`config.mk`:
```
export PLATFORM = sky130hd
export DESIGN_NAME = i2s_slave_rx
export DESIGN_NICKNAME = d
export VERILOG_FILES = /design/src/rtl/i2s_slave_rx.sv
export SDC_FILE = /design/constraint.sdc
export NUM_CORES = 1
export LEC_CHECK = 0
export CAP_MARGIN = 25
export CORE_MARGIN = 2
export CORE_UTILIZATION = 40
export DETAILED_ROUTE_END_ITERATION = 10
export PLACE_DENSITY = 0.61
export SLEW_MARGIN = 5
export SYNTH_ARGS = -nofsm -noshare
export SYNTH_HDL_FRONTEND = slang
export SYNTH_SLANG_ARGS = --single-unit
```
`constraint.sdc`:
```
create_clock -name aud_clk_i -period 31.1 [get_ports aud_clk_i]
set_clock_uncertainty 0.2 [all_clocks]
set_input_delay 9.33 -clock aud_clk_i [delete_from_list [all_inputs] [get_ports aud_clk_i]]
set_output_delay 9.33 -clock aud_clk_i [all_outputs]
set_load 0.01 [all_outputs]
```
`src/rtl/i2s_slave_rx.sv`:
```
// I2S target receiver: oversamples an externally clocked I2S/LJ/RJ bus on aud_clk_i,
// deserializes per-channel words and queues them in a small valid/ready FIFO.
module i2s_slave_rx #(
    parameter int DATA_WIDTH = 32,
    parameter int FIFO_DEPTH = 4
) (
    input  logic                          aud_clk_i,
    input  logic                          aud_rst_i,
    input  logic                          en_i,
    input  logic                          clr_i,
    input  logic [1:0]                    fmt_i,
    input  logic [1:0]                    ch_i,
    input  logic                          pol_i,
    input  logic                          lsb_i,
    input  logic [4:0]                    wlen_i,
    input  logic                          sck_i,
    input  logic                          ws_i,
    input  logic                          sd_i,
    output logic                          out_valid_o,
    input  logic                          out_ready_i,
    output logic [DATA_WIDTH-1:0]         out_data_o,
    output logic                          out_ch_o,
    output logic [$clog2(FIFO_DEPTH):0]   lvl_o,
    output logic                          ovf_o,
    output logic                          busy_o
);

    localparam int AW = $clog2(FIFO_DEPTH);
    localparam int CW = $clog2(DATA_WIDTH + 1);
    localparam int IW = $clog2(DATA_WIDTH);

    typedef enum logic [1:0] {IDLE, ALIGN, RUN} state_t;

    // Place a partially received MSB-first word at the top of the word, optionally bit-reversed.
    function automatic logic [DATA_WIDTH-1:0] align_msb(input logic [DATA_WIDTH-1:0] acc,
                                                       input logic [CW-1:0] n,
                                                       input logic [CW-1:0] len,
                                                       input logic rev);
        logic [DATA_WIDTH-1:0] w;
        logic [DATA_WIDTH-1:0] r;
        logic [IW-1:0]         idx;
        w = acc << (len - n);
        r = w;
        if (rev) begin
            r = '0;
            for (int i = 0; i < DATA_WIDTH; i++) begin
                idx = IW'(int'(len) - 1 - i);
                if (i < int'(len)) r[i] = w[idx];
            end
        end
        return r;
    endfunction

    function automatic logic [DATA_WIDTH-1:0] low_bits(input logic [DATA_WIDTH-1:0] acc,
                                                      input logic [CW-1:0] len);
        return acc & ({DATA_WIDTH{1'b1}} >> (DATA_WIDTH - int'(len)));
    endfunction

    state_t                  state, state_nxt;
    logic                    sck_p0, sck_p1, sck_p2;
    logic                    ws_p0, ws_p1, ws_p2;
    logic                    sd_p0, sd_p1, sd_p2;
    logic                    smp;
    logic [CW-1:0]           len;
    logic                    is_rj, is_lj, is_i2s;
    logic [DATA_WIDTH-1:0]   sreg, sreg_nxt, sh_all, acc, start_sreg;
    logic [CW-1:0]           bcnt, bcnt_nxt, acc_n, start_n;
    logic                    ws_prev, ws_prev_nxt, seen, seen_nxt;
    logic                    wschg, done_ch, ch_allow;
    logic [DATA_WIDTH-1:0]   word_p3, word_nxt;
    logic                    ch_p3, ch_nxt, vld_p3, vld_nxt;

    logic [DATA_WIDTH-1:0]   mem_data [FIFO_DEPTH];
    logic                    mem_ch   [FIFO_DEPTH];
    logic [AW-1:0]           wr_ptr, rd_ptr;
    logic [AW:0]             lvl;
    logic                    ovf, full, pop, push_ok;

    // Stage p0..p2: two-flop synchronizers plus a third flop on every line for edge detect
    always_ff @(posedge aud_clk_i) begin
        if (aud_rst_i) begin
            {sck_p0, sck_p1, sck_p2} <= '0;
            {ws_p0, ws_p1, ws_p2}    <= '0;
            {sd_p0, sd_p1, sd_p2}    <= '0;
        end else begin
            {sck_p0, sck_p1, sck_p2} <= {sck_i, sck_p0, sck_p1};
            {ws_p0, ws_p1, ws_p2}    <= {ws_i, ws_p0, ws_p1};
            {sd_p0, sd_p1, sd_p2}    <= {sd_i, sd_p0, sd_p1};
        end
    end

    assign smp = pol_i ? (~sck_p1 & sck_p2) : (sck_p1 & ~sck_p2);

    always_comb begin
        len = CW'(wlen_i) + 1'b1;
        if (wlen_i < 5'd7)                       len = CW'(8);
        else if (int'(wlen_i) > DATA_WIDTH - 1)  len = CW'(DATA_WIDTH);
        is_rj  = (fmt_i == 2'b10);
        is_lj  = (fmt_i == 2'b01);
        is_i2s = ~is_rj & ~is_lj;
    end

    always_comb begin
        state_nxt   = state;
        sreg_nxt    = sreg;
        bcnt_nxt    = bcnt;
        ws_prev_nxt = ws_prev;
        seen_nxt    = seen;
        word_nxt    = word_p3;
        ch_nxt      = ch_p3;
        vld_nxt     = 1'b0;
        wschg       = seen && (ws_p2 != ws_prev);
        sh_all      = {sreg[DATA_WIDTH-2:0], sd_p2};
        acc         = sreg;
        acc_n       = bcnt;
        if (bcnt < len) begin
            acc   = sh_all;
            acc_n = bcnt + 1'b1;
        end
        // seen guards against a stale ws_prev faking a channel change right after enable
        start_sreg = '0;
        start_n    = '0;
        if (is_rj) begin
            start_sreg = sh_all;
        end else if (is_lj) begin
            start_sreg = {{(DATA_WIDTH-1){1'b0}}, sd_p2};
            start_n    = CW'(1);
        end
        done_ch  = is_i2s ? ws_prev : ~ws_prev;
        ch_allow = (ch_i == 2'b01) ? ~done_ch : (ch_i == 2'b10) ? done_ch : 1'b1;

        if (!en_i) begin
            state_nxt = IDLE;
            sreg_nxt  = '0;
            bcnt_nxt  = '0;
            seen_nxt  = 1'b0;
            if (smp) ws_prev_nxt = ws_p2;
        end else begin
            if (smp) begin
                ws_prev_nxt = ws_p2;
                seen_nxt    = 1'b1;
            end
            case (state)
                IDLE: state_nxt = ALIGN;
                ALIGN: begin
                    if (smp && wschg) begin
                        state_nxt = RUN;
                        sreg_nxt  = start_sreg;
                        bcnt_nxt  = start_n;
                    end
                end
                RUN: begin
                    if (smp) begin
                        if (is_rj) begin
                            sreg_nxt = sh_all;
                            if (wschg) begin
                                word_nxt = low_bits(sreg, len);
                                vld_nxt  = ch_allow;
                                ch_nxt   = done_ch;
                            end
                        end else if (wschg) begin
                            word_nxt = is_lj ? align_msb(sreg, bcnt, len, lsb_i)
                                             : align_msb(acc, acc_n, len, lsb_i);
                            vld_nxt  = ch_allow;
                            ch_nxt   = done_ch;
                            sreg_nxt = start_sreg;
                            bcnt_nxt = start_n;
                        end else begin
                            sreg_nxt = acc;
                            bcnt_nxt = acc_n;
                        end
                    end
                end
                default: state_nxt = IDLE;
            endcase
        end
    end

    // Stage p3: completed word register feeding the FIFO
    always_ff @(posedge aud_clk_i) begin
        if (aud_rst_i) begin
            state   <= IDLE;
            sreg    <= '0;
            bcnt    <= '0;
            ws_prev <= 1'b0;
            seen    <= 1'b0;
            vld_p3  <= 1'b0;
        end else begin
            state   <= state_nxt;
            sreg    <= sreg_nxt;
            bcnt    <= bcnt_nxt;
            ws_prev <= ws_prev_nxt;
            seen    <= seen_nxt;
            vld_p3  <= vld_nxt;
        end
    end

    always_ff @(posedge aud_clk_i) begin
        word_p3 <= word_nxt;
        ch_p3   <= ch_nxt;
    end

    assign full    = (lvl == (AW+1)'(FIFO_DEPTH));
    assign pop     = out_valid_o & out_ready_i;
    assign push_ok = vld_p3 & ~clr_i & (~full | pop);

    always_ff @(posedge aud_clk_i) begin
        if (aud_rst_i || clr_i) begin
            wr_ptr <= '0;
            rd_ptr <= '0;
            lvl    <= '0;
            ovf    <= 1'b0;
        end else begin
            if (push_ok) wr_ptr <= wr_ptr + 1'b1;
            if (pop)     rd_ptr <= rd_ptr + 1'b1;
            lvl <= lvl + {{AW{1'b0}}, push_ok} - {{AW{1'b0}}, pop};
            if (vld_p3 && full && !pop) ovf <= 1'b1;
        end
    end

    always_ff @(posedge aud_clk_i) begin
        if (push_ok) begin
            mem_data[wr_ptr] <= word_p3;
            mem_ch[wr_ptr]   <= ch_p3;
        end
    end

    assign out_valid_o = (lvl != '0);
    assign out_data_o  = out_valid_o ? mem_data[rd_ptr] : '0;
    assign out_ch_o    = out_valid_o ? mem_ch[rd_ptr] : 1'b0;
    assign lvl_o       = lvl;
    assign ovf_o       = ovf;
    assign busy_o      = (state == RUN);

endmodule

```
==> run metrics <==
leak pwr 8.18 nW; # resized after CTS 0; DRT antenna net count 0; VDD IR-drop max 0.0308 mV; Syn Std Cell Area 21,600 um2; Main synth FF type edfxtp_1; Setup Buffers After CTS 0; nets 2,541; final hold viol count 0; register area share after synthesis 0.286; DR pass1 iterations 6; critical path data arrival time 19.07 ns; largest cells by area after synthesis edfxtp_1 (23%), mux4_2 (6.9%), mux2i_1 (6.1%); Final Util 0.441; vias 22,736; Synth Area in Compound Gates 0.263; Chip Height 237 um; crit path time final 18.95 ns; initial antenna violation count 6; Cell Rows 85; Initial Utilization 0.404; GPL Wtd Cong 1.08; # H-tree levels 1; CP Max Fanout 38; status finished, final reports clean; core area 53,600 um2; Die Wd 237 um; Post-synth EDFFs 165; Finished Layout Cells 3,194; vias in the first global route 21,085; starting DRC count in detailed routing 3,780; synthesis-stage register bit count 227; RSZ-0062 raised after global routing no; first-pass GRT wire length 146 mm; post-synthesis mux area share 0.154; Mapped Cells 2,535; Slew headroom 0.219; setup TNS 0 ns; placed instance count 3,142; TritonCTS clock tree yes; Vias/cell 7.12; Adder-Cell Fraction of Synth Area 0.0276; layout cells sized above 1 0.121; Mean Syn Cell Area 8.54 um2; area share of the largest cell type after synthesis 0.229; Slew Viols, Final 0; power density over the cells 50.8 nW/um2; Syn Nets 2,600; FMAX 52.8 MHz; Worst setup SP type input port; root buf cell clkbuf_16; final clock period utilization by the worst path 0.609; Hold Crit Depth 1; Setup WS pre-CTS 11.94 ns; Clock Path Buffers 3; worst slew pin tran 1.16 ns; worst reg2reg path depth 22; main combinational cell family by area after synthesis compound AO/OA/AOI/OAI gates; Cell variety after synth 103; Post-synth ARST share 0; Worst path max stage delay 1.01 ns; number of remaining DRC errors 0; die area 56,000 um2; Worst Hold Class register to register; commonest non-fill, non-tap cells in the layout nor2_1 (260), nand2_1 (247), edfxtp_1 (165); clock sinks 227; simple-gate area share of the yosys netlist 0.193; worst-path cell with the longest stage delay o31ai_1; worst skew pair latency 0.56 ns; Clock Pin Slew Worst Setup and Hold Paths 0.06 ns; PortBufs 57; Crit. End Element register; post-synthesis xor/xnor area fraction 0.0260; routed length per placed instance 31.6 um; worst setup slack after layout 12.15 ns; largest net degree at the start of global routing 68; total track usage 0.350; grt ovf 0; Layout area overhead 9.12%; total CTS buffers 26; half-perimeter wire length after placement 74.5 mm; commonest non-fill, non-tap cell in the layout nor2_1; post-synth top area cell edfxtp_1; # setup viols final 0; MaxCap Viol Count 0; required time worst endpoint 31.21 ns; Ys Warns 0; WS Path Type input port to register; cts-stage hold buffer count 0; I/O Pins 58; final WL 101 mm
## layer usage
| metal | track usage | vias up | routed length, um |
|---|---|---|---|
| met5 | 0 | - | 149 |
| met4 | 0.192 | 10 | 7190 |
| met3 | 0.104 | 436 | 12800 |
| met2 | 0.511 | 1708 | 41500 |
| met1 | 0.464 | 10947 | 39400 |
| li1 | - | 9635 | - |
## critical path, delay by kind of cell
family	cells	cell delay, ns
compound gates	10	3.06
xor+xnor	1	0.74
simple gates	4	1.28
fa+ha+maj	3	1.39
buf+inv	5	2.06
mux	3	1.18
## final cells by class
class	count	area (um2)
diodes	2	5.00
clock buffers	32	673
clock inverters	16	113
fillers	5320	30000
inverters	66	248
multi-input cells	2037	14500
flip-flops and latches	227	6200
well taps	696	871
repair buffers	118	1030
## kinds of logic (layout without fill, tap and decap cells)
| family | after synthesis | count (layout) |
|---|---|---|
| DFF | 227 | 227 |
| muxes | 243 | 243 |
| adders and majority gates | 46 | 46 |
| and+or+nand+nor | 883 | 883 |
| other | 0 | 2 |
| AOI/OAI and AO/OA | 805 | 805 |
| xor gates and xnor gates | 60 | 60 |
| buffers and inverters | 271 | 232 |
## where the power goes
group | total (mW) | switching [mW] | internal (mW)
combinational | 0.591 | 0.406 | 0.185
sequential | 0.324 | 0.000326 | 0.324
clock | 0.284 | 0.128 | 0.156
total | 1.20 | 0.534 | 0.665
## sequential cells by signal (all words and copies together), names as in the netlist, 2 cells and up, named ones only
register,cells
lvl_o,3
bcnt,6
rd_ptr,2
wr_ptr,2
word_p3,32
state,2
mem_ch,4
mem_data,128
sreg,32
## metrics by stage
| stage | hold WS [ns] | cell area [um2] | power, mW |
|---|---|---|---|
| finish | 0.247 | 23600 | 1.20 |
| detailed placement | 0.232 | 22800 | 0.888 |
| floorplan | 0.214 | 21600 | 0.711 |
| CTS | 0.250 | 23600 | 1.17 |
| global placement | 0.228 | 22800 | 0.887 |
| global route | 0.266 | 23600 | 1.24 |
## worst paths after layout
kind / start / endpoint / slack [ns]
hold / removal: state[1] / state[0] / 0.25
hold reg to reg: state[1] / state[0] / 0.25
setup reg to reg: bcnt[0] / word_p3[23] / 22.14
setup / recovery: wlen_i[0] / word_p3[23] / 12.15
## cells in the mapped netlist (28+ instances only)
cell type    n
a31oi_1     43
nand3_1     72
a221oi_1    28
mux4_2      66
o211ai_1    44
o21ai_0    133
o22ai_1     34
a211oi_1    50
nor3_1      75
edfxtp_1   165
dfxtp_1     62
mux2_2      45
a21oi_1    135
clkbuf_1   148
mux2i_1    131
xnor2_1     49
ha_1        43
nand2_1    248
nor2_1     261
a22oi_1     56
and2_1      54
inv_1       60
(Power assumes the default switching activity.)
